`src/rtl/id_ex_stage_if.sv`:
```
// ID/EX pipeline register bundle.
// master: decode side (drives id_*, wb_*, flush, ex_hold; observes stall and ex_*).
// slave : the ID/EX stage itself.
interface id_ex_stage_if #(
    parameter int unsigned DW = 32
);
    // decode slot
    logic          id_valid;
    logic [4:0]    id_rs;
    logic [4:0]    id_rt;
    logic [4:0]    id_rd;
    logic          id_uses_rt;
    logic [DW-1:0] id_Adat;
    logic [DW-1:0] id_Bdat;
    logic [DW-1:0] id_imm;
    logic          id_RegWrite;
    logic          id_MemRead;
    logic          id_MemWrite;
    logic          id_MemtoReg;
    logic          id_ALUSrc;
    logic          id_RegDst;
    logic [3:0]    id_ALUop;
    // write-back port
    logic          wb_RegWrite;
    logic [4:0]    wb_regW;
    logic [DW-1:0] wb_Wdat;
    // pipeline control
    logic          flush;
    logic          ex_hold;
    logic          stall;
    // execute slot
    logic          ex_valid;
    logic          ex_RegWrite;
    logic          ex_MemRead;
    logic          ex_MemWrite;
    logic          ex_MemtoReg;
    logic          ex_ALUSrc;
    logic [3:0]    ex_ALUop;
    logic [4:0]    ex_rs;
    logic [4:0]    ex_rt;
    logic [4:0]    ex_dst;
    logic [DW-1:0] ex_A;
    logic [DW-1:0] ex_B;
    logic [DW-1:0] ex_imm;

    modport master (
        output id_valid, id_rs, id_rt, id_rd, id_uses_rt, id_Adat, id_Bdat, id_imm,
               id_RegWrite, id_MemRead, id_MemWrite, id_MemtoReg, id_ALUSrc, id_RegDst,
               id_ALUop, wb_RegWrite, wb_regW, wb_Wdat, flush, ex_hold,
        input  stall, ex_valid, ex_RegWrite, ex_MemRead, ex_MemWrite, ex_MemtoReg,
               ex_ALUSrc, ex_ALUop, ex_rs, ex_rt, ex_dst, ex_A, ex_B, ex_imm
    );

    modport slave (
        input  id_valid, id_rs, id_rt, id_rd, id_uses_rt, id_Adat, id_Bdat, id_imm,
               id_RegWrite, id_MemRead, id_MemWrite, id_MemtoReg, id_ALUSrc, id_RegDst,
               id_ALUop, wb_RegWrite, wb_regW, wb_Wdat, flush, ex_hold,
        output stall, ex_valid, ex_RegWrite, ex_MemRead, ex_MemWrite, ex_MemtoReg,
               ex_ALUSrc, ex_ALUop, ex_rs, ex_rt, ex_dst, ex_A, ex_B, ex_imm
    );
endinterface

```
`src/rtl/id_ex_stage.sv`:
```
// ID/EX pipeline register with load-use hazard detection and write-back bypass.
// Ports: clk, resetn (asynchronous, active-high), bus (id_ex_stage_if.slave).
// stall is combinational (hazard | ex_hold); every ex_* output is a flop.
module id_ex_stage #(
    parameter int unsigned DW = 32
) (
    input  logic          clk,
    input  logic          resetn,
    id_ex_stage_if.slave  bus
);
    localparam int unsigned RW  = 5;
    localparam int unsigned OPW = 4;

    logic           ex_valid_q,    ex_valid_d;
    logic           ex_regwrite_q, ex_regwrite_d;
    logic           ex_memread_q,  ex_memread_d;
    logic           ex_memwrite_q, ex_memwrite_d;
    logic           ex_memtoreg_q, ex_memtoreg_d;
    logic           ex_alusrc_q,   ex_alusrc_d;
    logic [OPW-1:0] ex_aluop_q,    ex_aluop_d;
    logic [RW-1:0]  ex_rs_q,       ex_rs_d;
    logic [RW-1:0]  ex_rt_q,       ex_rt_d;
    logic [RW-1:0]  ex_dst_q,      ex_dst_d;
    logic [DW-1:0]  ex_a_q,        ex_a_d;
    logic [DW-1:0]  ex_b_q,        ex_b_d;
    logic [DW-1:0]  ex_imm_q,      ex_imm_d;

    logic           hazard_c;
    logic [RW-1:0]  id_dst_c;
    logic [DW-1:0]  fwd_a_c;
    logic [DW-1:0]  fwd_b_c;

    // Load-use hazard; ex_dst is already 0 for non-writing instructions, so r0 never matches.
    always_comb begin
        hazard_c = ex_valid_q && ex_memread_q && (ex_dst_q != '0) && bus.id_valid &&
                   ((ex_dst_q == bus.id_rs) || (bus.id_uses_rt && (ex_dst_q == bus.id_rt)));
    end

    assign bus.stall = hazard_c | bus.ex_hold;

    // Destination resolution and write-back bypass (register file read is stale this cycle).
    always_comb begin
        id_dst_c = '0;
        if (bus.id_RegWrite) begin
            id_dst_c = bus.id_RegDst ? bus.id_rd : bus.id_rt;
        end
        fwd_a_c = bus.id_Adat;
        fwd_b_c = bus.id_Bdat;
        if (bus.wb_RegWrite && (bus.wb_regW != '0) && (bus.wb_regW == bus.id_rs)) begin
            fwd_a_c = bus.wb_Wdat;
        end
        if (bus.wb_RegWrite && (bus.wb_regW != '0) && (bus.wb_regW == bus.id_rt)) begin
            fwd_b_c = bus.wb_Wdat;
        end
    end

    // Next-state: flush > ex_hold > hazard bubble > capture.
    always_comb begin
        ex_valid_d    = ex_valid_q;
        ex_regwrite_d = ex_regwrite_q;
        ex_memread_d  = ex_memread_q;
        ex_memwrite_d = ex_memwrite_q;
        ex_memtoreg_d = ex_memtoreg_q;
        ex_alusrc_d   = ex_alusrc_q;
        ex_aluop_d    = ex_aluop_q;
        ex_rs_d       = ex_rs_q;
        ex_rt_d       = ex_rt_q;
        ex_dst_d      = ex_dst_q;
        ex_a_d        = ex_a_q;
        ex_b_d        = ex_b_q;
        ex_imm_d      = ex_imm_q;

        if (bus.flush || (!bus.ex_hold && hazard_c)) begin
            // Kill or bubble: operand fields are left as they are.
            ex_valid_d    = 1'b0;
            ex_regwrite_d = 1'b0;
            ex_memread_d  = 1'b0;
            ex_memwrite_d = 1'b0;
            ex_memtoreg_d = 1'b0;
            ex_alusrc_d   = 1'b0;
            ex_aluop_d    = '0;
            ex_dst_d      = '0;
        end else if (!bus.ex_hold) begin
            ex_valid_d    = bus.id_valid;
            ex_regwrite_d = bus.id_valid & bus.id_RegWrite;
            ex_memread_d  = bus.id_valid & bus.id_MemRead;
            ex_memwrite_d = bus.id_valid & bus.id_MemWrite;
            ex_memtoreg_d = bus.id_valid & bus.id_MemtoReg;
            ex_alusrc_d   = bus.id_valid & bus.id_ALUSrc;
            ex_aluop_d    = bus.id_valid ? bus.id_ALUop : '0;
            ex_dst_d      = bus.id_valid ? id_dst_c : '0;
            ex_rs_d       = bus.id_rs;
            ex_rt_d       = bus.id_rt;
            ex_a_d        = fwd_a_c;
            ex_b_d        = fwd_b_c;
            ex_imm_d      = bus.id_imm;
        end
    end

    // EX slot register.
    always_ff @(posedge clk or posedge resetn) begin
        if (resetn) begin
            ex_valid_q    <= 1'b0;
            ex_regwrite_q <= 1'b0;
            ex_memread_q  <= 1'b0;
            ex_memwrite_q <= 1'b0;
            ex_memtoreg_q <= 1'b0;
            ex_alusrc_q   <= 1'b0;
            ex_aluop_q    <= '0;
            ex_rs_q       <= '0;
            ex_rt_q       <= '0;
            ex_dst_q      <= '0;
            ex_a_q        <= '0;
            ex_b_q        <= '0;
            ex_imm_q      <= '0;
        end else begin
            ex_valid_q    <= ex_valid_d;
            ex_regwrite_q <= ex_regwrite_d;
            ex_memread_q  <= ex_memread_d;
            ex_memwrite_q <= ex_memwrite_d;
            ex_memtoreg_q <= ex_memtoreg_d;
            ex_alusrc_q   <= ex_alusrc_d;
            ex_aluop_q    <= ex_aluop_d;
            ex_rs_q       <= ex_rs_d;
            ex_rt_q       <= ex_rt_d;
            ex_dst_q      <= ex_dst_d;
            ex_a_q        <= ex_a_d;
            ex_b_q        <= ex_b_d;
            ex_imm_q      <= ex_imm_d;
        end
    end

    assign bus.ex_valid    = ex_valid_q;
    assign bus.ex_RegWrite = ex_regwrite_q;
    assign bus.ex_MemRead  = ex_memread_q;
    assign bus.ex_MemWrite = ex_memwrite_q;
    assign bus.ex_MemtoReg = ex_memtoreg_q;
    assign bus.ex_ALUSrc   = ex_alusrc_q;
    assign bus.ex_ALUop    = ex_aluop_q;
    assign bus.ex_rs       = ex_rs_q;
    assign bus.ex_rt       = ex_rt_q;
    assign bus.ex_dst      = ex_dst_q;
    assign bus.ex_A        = ex_a_q;
    assign bus.ex_B        = ex_b_q;
    assign bus.ex_imm      = ex_imm_q;
endmodule

```
`src/flat_wrapper.sv`:
```
// flat-port wrapper written by rule: the top's interface ports become plain ports
module id_ex_stage_flat 
#(
    parameter int unsigned DW = 32
)
  (clk, resetn, bus_id_valid, bus_id_rs, bus_id_rt, bus_id_rd, bus_id_uses_rt, bus_id_Adat, bus_id_Bdat, bus_id_imm, bus_id_RegWrite, bus_id_MemRead, bus_id_MemWrite, bus_id_MemtoReg, bus_id_ALUSrc, bus_id_RegDst, bus_id_ALUop, bus_wb_RegWrite, bus_wb_regW, bus_wb_Wdat, bus_flush, bus_ex_hold, bus_stall, bus_ex_valid, bus_ex_RegWrite, bus_ex_MemRead, bus_ex_MemWrite, bus_ex_MemtoReg, bus_ex_ALUSrc, bus_ex_ALUop, bus_ex_rs, bus_ex_rt, bus_ex_dst, bus_ex_A, bus_ex_B, bus_ex_imm);
  id_ex_stage_if #(.DW(DW)) bus_i ();
  input  logic clk;
  input  logic resetn;
  input wire logic [$bits(bus_i.id_valid)-1:0] bus_id_valid;
  input wire logic [$bits(bus_i.id_rs)-1:0] bus_id_rs;
  input wire logic [$bits(bus_i.id_rt)-1:0] bus_id_rt;
  input wire logic [$bits(bus_i.id_rd)-1:0] bus_id_rd;
  input wire logic [$bits(bus_i.id_uses_rt)-1:0] bus_id_uses_rt;
  input wire logic [$bits(bus_i.id_Adat)-1:0] bus_id_Adat;
  input wire logic [$bits(bus_i.id_Bdat)-1:0] bus_id_Bdat;
  input wire logic [$bits(bus_i.id_imm)-1:0] bus_id_imm;
  input wire logic [$bits(bus_i.id_RegWrite)-1:0] bus_id_RegWrite;
  input wire logic [$bits(bus_i.id_MemRead)-1:0] bus_id_MemRead;
  input wire logic [$bits(bus_i.id_MemWrite)-1:0] bus_id_MemWrite;
  input wire logic [$bits(bus_i.id_MemtoReg)-1:0] bus_id_MemtoReg;
  input wire logic [$bits(bus_i.id_ALUSrc)-1:0] bus_id_ALUSrc;
  input wire logic [$bits(bus_i.id_RegDst)-1:0] bus_id_RegDst;
  input wire logic [$bits(bus_i.id_ALUop)-1:0] bus_id_ALUop;
  input wire logic [$bits(bus_i.wb_RegWrite)-1:0] bus_wb_RegWrite;
  input wire logic [$bits(bus_i.wb_regW)-1:0] bus_wb_regW;
  input wire logic [$bits(bus_i.wb_Wdat)-1:0] bus_wb_Wdat;
  input wire logic [$bits(bus_i.flush)-1:0] bus_flush;
  input wire logic [$bits(bus_i.ex_hold)-1:0] bus_ex_hold;
  output wire logic [$bits(bus_i.stall)-1:0] bus_stall;
  output wire logic [$bits(bus_i.ex_valid)-1:0] bus_ex_valid;
  output wire logic [$bits(bus_i.ex_RegWrite)-1:0] bus_ex_RegWrite;
  output wire logic [$bits(bus_i.ex_MemRead)-1:0] bus_ex_MemRead;
  output wire logic [$bits(bus_i.ex_MemWrite)-1:0] bus_ex_MemWrite;
  output wire logic [$bits(bus_i.ex_MemtoReg)-1:0] bus_ex_MemtoReg;
  output wire logic [$bits(bus_i.ex_ALUSrc)-1:0] bus_ex_ALUSrc;
  output wire logic [$bits(bus_i.ex_ALUop)-1:0] bus_ex_ALUop;
  output wire logic [$bits(bus_i.ex_rs)-1:0] bus_ex_rs;
  output wire logic [$bits(bus_i.ex_rt)-1:0] bus_ex_rt;
  output wire logic [$bits(bus_i.ex_dst)-1:0] bus_ex_dst;
  output wire logic [$bits(bus_i.ex_A)-1:0] bus_ex_A;
  output wire logic [$bits(bus_i.ex_B)-1:0] bus_ex_B;
  output wire logic [$bits(bus_i.ex_imm)-1:0] bus_ex_imm;
  assign bus_i.id_valid = bus_id_valid;
  assign bus_i.id_rs = bus_id_rs;
  assign bus_i.id_rt = bus_id_rt;
  assign bus_i.id_rd = bus_id_rd;
  assign bus_i.id_uses_rt = bus_id_uses_rt;
  assign bus_i.id_Adat = bus_id_Adat;
  assign bus_i.id_Bdat = bus_id_Bdat;
  assign bus_i.id_imm = bus_id_imm;
  assign bus_i.id_RegWrite = bus_id_RegWrite;
  assign bus_i.id_MemRead = bus_id_MemRead;
  assign bus_i.id_MemWrite = bus_id_MemWrite;
  assign bus_i.id_MemtoReg = bus_id_MemtoReg;
  assign bus_i.id_ALUSrc = bus_id_ALUSrc;
  assign bus_i.id_RegDst = bus_id_RegDst;
  assign bus_i.id_ALUop = bus_id_ALUop;
  assign bus_i.wb_RegWrite = bus_wb_RegWrite;
  assign bus_i.wb_regW = bus_wb_regW;
  assign bus_i.wb_Wdat = bus_wb_Wdat;
  assign bus_i.flush = bus_flush;
  assign bus_i.ex_hold = bus_ex_hold;
  assign bus_stall = bus_i.stall;
  assign bus_ex_valid = bus_i.ex_valid;
  assign bus_ex_RegWrite = bus_i.ex_RegWrite;
  assign bus_ex_MemRead = bus_i.ex_MemRead;
  assign bus_ex_MemWrite = bus_i.ex_MemWrite;
  assign bus_ex_MemtoReg = bus_i.ex_MemtoReg;
  assign bus_ex_ALUSrc = bus_i.ex_ALUSrc;
  assign bus_ex_ALUop = bus_i.ex_ALUop;
  assign bus_ex_rs = bus_i.ex_rs;
  assign bus_ex_rt = bus_i.ex_rt;
  assign bus_ex_dst = bus_i.ex_dst;
  assign bus_ex_A = bus_i.ex_A;
  assign bus_ex_B = bus_i.ex_B;
  assign bus_ex_imm = bus_i.ex_imm;
  id_ex_stage #(.DW(DW)) u_core (.clk(clk), .resetn(resetn), .bus(bus_i));
endmodule
```
`config.mk`:
```
export PLATFORM = sky130hd
export DESIGN_NAME = id_ex_stage_flat
export DESIGN_NICKNAME = d
export VERILOG_FILES = /design/src/rtl/id_ex_stage_if.sv /design/src/rtl/id_ex_stage.sv /design/src/flat_wrapper.sv
export SDC_FILE = /design/constraint.sdc
export NUM_CORES = 1
export LEC_CHECK = 0
export ABC_AREA = 1
export BUFFER_PORTS_ARGS = -buffer_cell sky130_fd_sc_hd__buf_2
export CAP_MARGIN = 0
export CORE_AREA = 2 2 92 139
export CTS_BUF_LIST = sky130_fd_sc_hd__clkbuf_4
export DETAILED_ROUTE_END_ITERATION = 10
export DIE_AREA = 0 0 94 141
export PLACE_DENSITY = 0.91
export SETUP_SLACK_MARGIN = 0.1
export SYNTH_ARGS = -nofsm -noshare
export SYNTH_HDL_FRONTEND = slang
export SYNTH_SLANG_ARGS = --single-unit
```
`constraint.sdc`:
```
create_clock -name clk -period 10.73 [get_ports clk]
set_input_delay 2.6825 -clock clk [delete_from_list [all_inputs] [get_ports clk]]
set_output_delay 2.6825 -clock clk [all_outputs]
set_load 0.05 [all_outputs]
```
==> metrics <==
average size of a mapped cell=7.30 um2; fmax=0.143 GHz; clk root buf=clkbuf_4; sequential share of the synthesized area=0.481; syn nets=1,027; filler instances=1,109; leakage power=4.84 nW; GRT Residual Overflow=0; postcts setup bufs=0; area share of fa/ha/maj cells after synthesis=0; Worst Path Required=8.05 ns; crit start category=input pin; cells taking the most area after synthesis=dfrtp_1 48%, nand2_1 25%, nand3_1 11%; sum of negative setup slack=0 ns; TritonCTS clock tree=yes; GRT Resource Usage Total=0.308; # hold bufs at CTS=0; clock-pin slew on the worst setup and hold paths=0.11 ns; FFs w/ async S/R, synth=1.00; total wire length=20.7 mm; Synth cell types=22; Mapped Cells=862; pwr dens=167 nW/um2; Synth Area in Compound Gates=0.00995; Initial DRC Count=437; gp weighted congestion=0.910; Port Buf Inserts=286; CTS Buffer Depth=2; Ports=287; initial antenna violation count=7; Post-synth EDFFs=0; Max Cap Viol=0; Final ANT Viol Nets=0; CP Launch Point=bus_id_rt[1]; first-pass GRT wire length=32.0 mm; 1st-pass router iterations=5; Hold Vio Cnt, Final=0; final setup fails=0; largest family of logic cells by synthesized area=simple AND/OR/NAND/NOR gates; die area=13,300 um2; top fanout value on the critical path=65; initial core utilization=0.515; Synth area leader=dfrtp_1; Worst Path Arrival=4.30 ns; Rel. slew slack=0.218; max-slew violation count=0; Tot Pwr=0.00134 W; WHS=0.481 ns; Worst-Skew Late Latency=0.53 ns; total number of vias=6,934; core area=12,200 um2; commonest cells in the netlist=411 x nand2_1, 133 x nand3_1, 121 x dfrtp_1, 57 x nand4_1, 30 x buf_2; CTS buffer count=17; Synth Area in Simple Gates=0.426; worst slew pin tran=1.17 ns; share of post-route cells with drive strength above 1=0.303; crit share post-route=0.651; Final Skew=0.0205 ns; via/cell ratio=5.40; RSZ-0062 raised after global routing=no; worst r2r src=u_core.bus.ex_dst[0]; CTS H-Tree Depth=4; FF+latch area=3030 um2; synthesis-to-finish area growth=27.7%; warnings from Yosys=0; outcome=completed; Hold/Removal Path Class=register to register; pin count of the biggest net entering global routing=89; CP Class=input pin to output port; Post-Place Cell Area=7670 um2; Multi-input gate area=2840 um2; Synth Area in XOR/XNOR=0.00975; Yosys reg bits=121; row count=50; width of the die=94 um; vias in the first global route=6,544; Hold Crit Start=u_core.bus.ex_rs[2]; DRC Markers=0; TritonCTS Sinks=121; Final nets=1,275; CTS resizes=0; VDD IR max=0.0000879 V; multiplexer area fraction after synthesis=0.00159; Die H=141 um; pre-CTS WS=3.80 ns; fin area=8030 um2; Cell Area, Synth=6290 um2; DPL Wire Length=14.3 mm; WL/cell=16.1 um; cell with the most instances after synthesis=nand2_1; fin crit period=6.98 ns; CP Capture Type=output port; top_reg_cell synth=dfrtp_1; worst setup margin=3.75 ns; Synth top area share=0.481
layout make-up:
| class | count | share of cell area |
|---|---|---|
| Clock inverter | 15 | 0.0270 |
| Inverter | 32 | 0.0156 |
| Tap cell | 156 | 0.0243 |
| Sequential cell | 121 | 0.377 |
| Clock buffer | 17 | 0.0159 |
| Timing Repair Buffer | 293 | 0.185 |
| Multi-Input combinational cell | 645 | 0.354 |
| Antenna cell | 5 | 0.00156 |
placed cells by master (no fill, tap or decap):
cell type	Yosys	layout
nand2_1	411	410
buf_2	30	286
nand3_1	133	133
dfrtp_1	121	121
nand4_1	57	57
inv_1	27	24
clkbuf_4	0	17
nor2_1	15	13
buf_4	6	7
inv_2	5	6
o21ai_0	6	6
diode_2	0	5
nor3_1	5	5
a21oi_1	5	4
xor2_1	4	4
bufinv_16	0	4
clkinv_4	0	4
inv_6	0	4
xnor2_1	3	3
nor2_2	2	3
inv_4	0	2
clkinvlp_4	0	2
o21bai_1	1	1
nand2_2	0	1
nand3_4	0	1
mux2i_1	1	1
a21oi_4	0	1
nand3b_1	1	1
nor2_4	0	1
inv_8	0	1
cells by family after synthesis:
group / Yosys count
DFF: 121
and+or+nand+nor: 625
AOI/OAI and AO/OA: 12
muxes: 1
xor gates and xnor gates: 7
buffers and inverters: 96
sequential cells by signal (all words and copies together), names as in the netlist:
register,count
u_core.bus.ex_A,32
u_core.bus.ex_ALUSrc,1
u_core.bus.ex_ALUop,4
u_core.bus.ex_B,32
u_core.bus.ex_MemRead,1
u_core.bus.ex_MemWrite,1
u_core.bus.ex_MemtoReg,1
u_core.bus.ex_RegWrite,1
u_core.bus.ex_dst,5
u_core.bus.ex_imm,32
u_core.bus.ex_rs,5
u_core.bus.ex_rt,5
u_core.bus.ex_valid,1
final timing paths:
kind	endpoint	slack, ns	depth (start not counted)
min in group asynchronous	u_core.bus.ex_imm[11]	2.32	2
worst min register to register	u_core.bus.ex_rs[2]	0.48	2
worst max-delay path	bus_stall	3.75	11
max in group asynchronous	u_core.bus.ex_A[6]	7.21	3
worst min-delay path	u_core.bus.ex_rs[2]	0.48	2
worst max register to register	u_core.bus.ex_valid	7.23	10
metal layers:
layer / vias to the layer above / track usage / wire length, um
met4: 4 / 0.156 / 761
met3: 67 / 0.0679 / 1620
li1: 3292 / - / -
met1: 3187 / 0.361 / 7630
met2: 384 / 0.526 / 10700
met5: - / 0 / 27
worst max-delay path, cell delays in order:
cell,delay (ns)
buf_2,0.13
inv_1,0.10
nand2_1,0.06
nand2_1,0.06
nor2_1,0.04
nand3_1,0.06
nand2_1,0.12
a21oi_4,0.13
buf_4,0.54
inv_1,0.08
buf_2,0.23
per-stage QoR:
| step | instances | util |
|---|---|---|
| finish | 1284 | 0.658 |
| global route | 1282 | 0.658 |
| CTS | 1279 | 0.657 |
| detailed placement | 1247 | 0.629 |
| global placement | 1247 | 0.629 |
| floorplan | 862 | - |
power breakdown:
group	switching (W)	total, W	leakage, nW	internal, W
clock	0.000194	0.000384	0.176	0.000191
sequential	0.0000294	0.000538	1.52	0.000508
combinational	0.000324	0.000422	3.15	0.0000971
(Power assumes the default switching activity.)
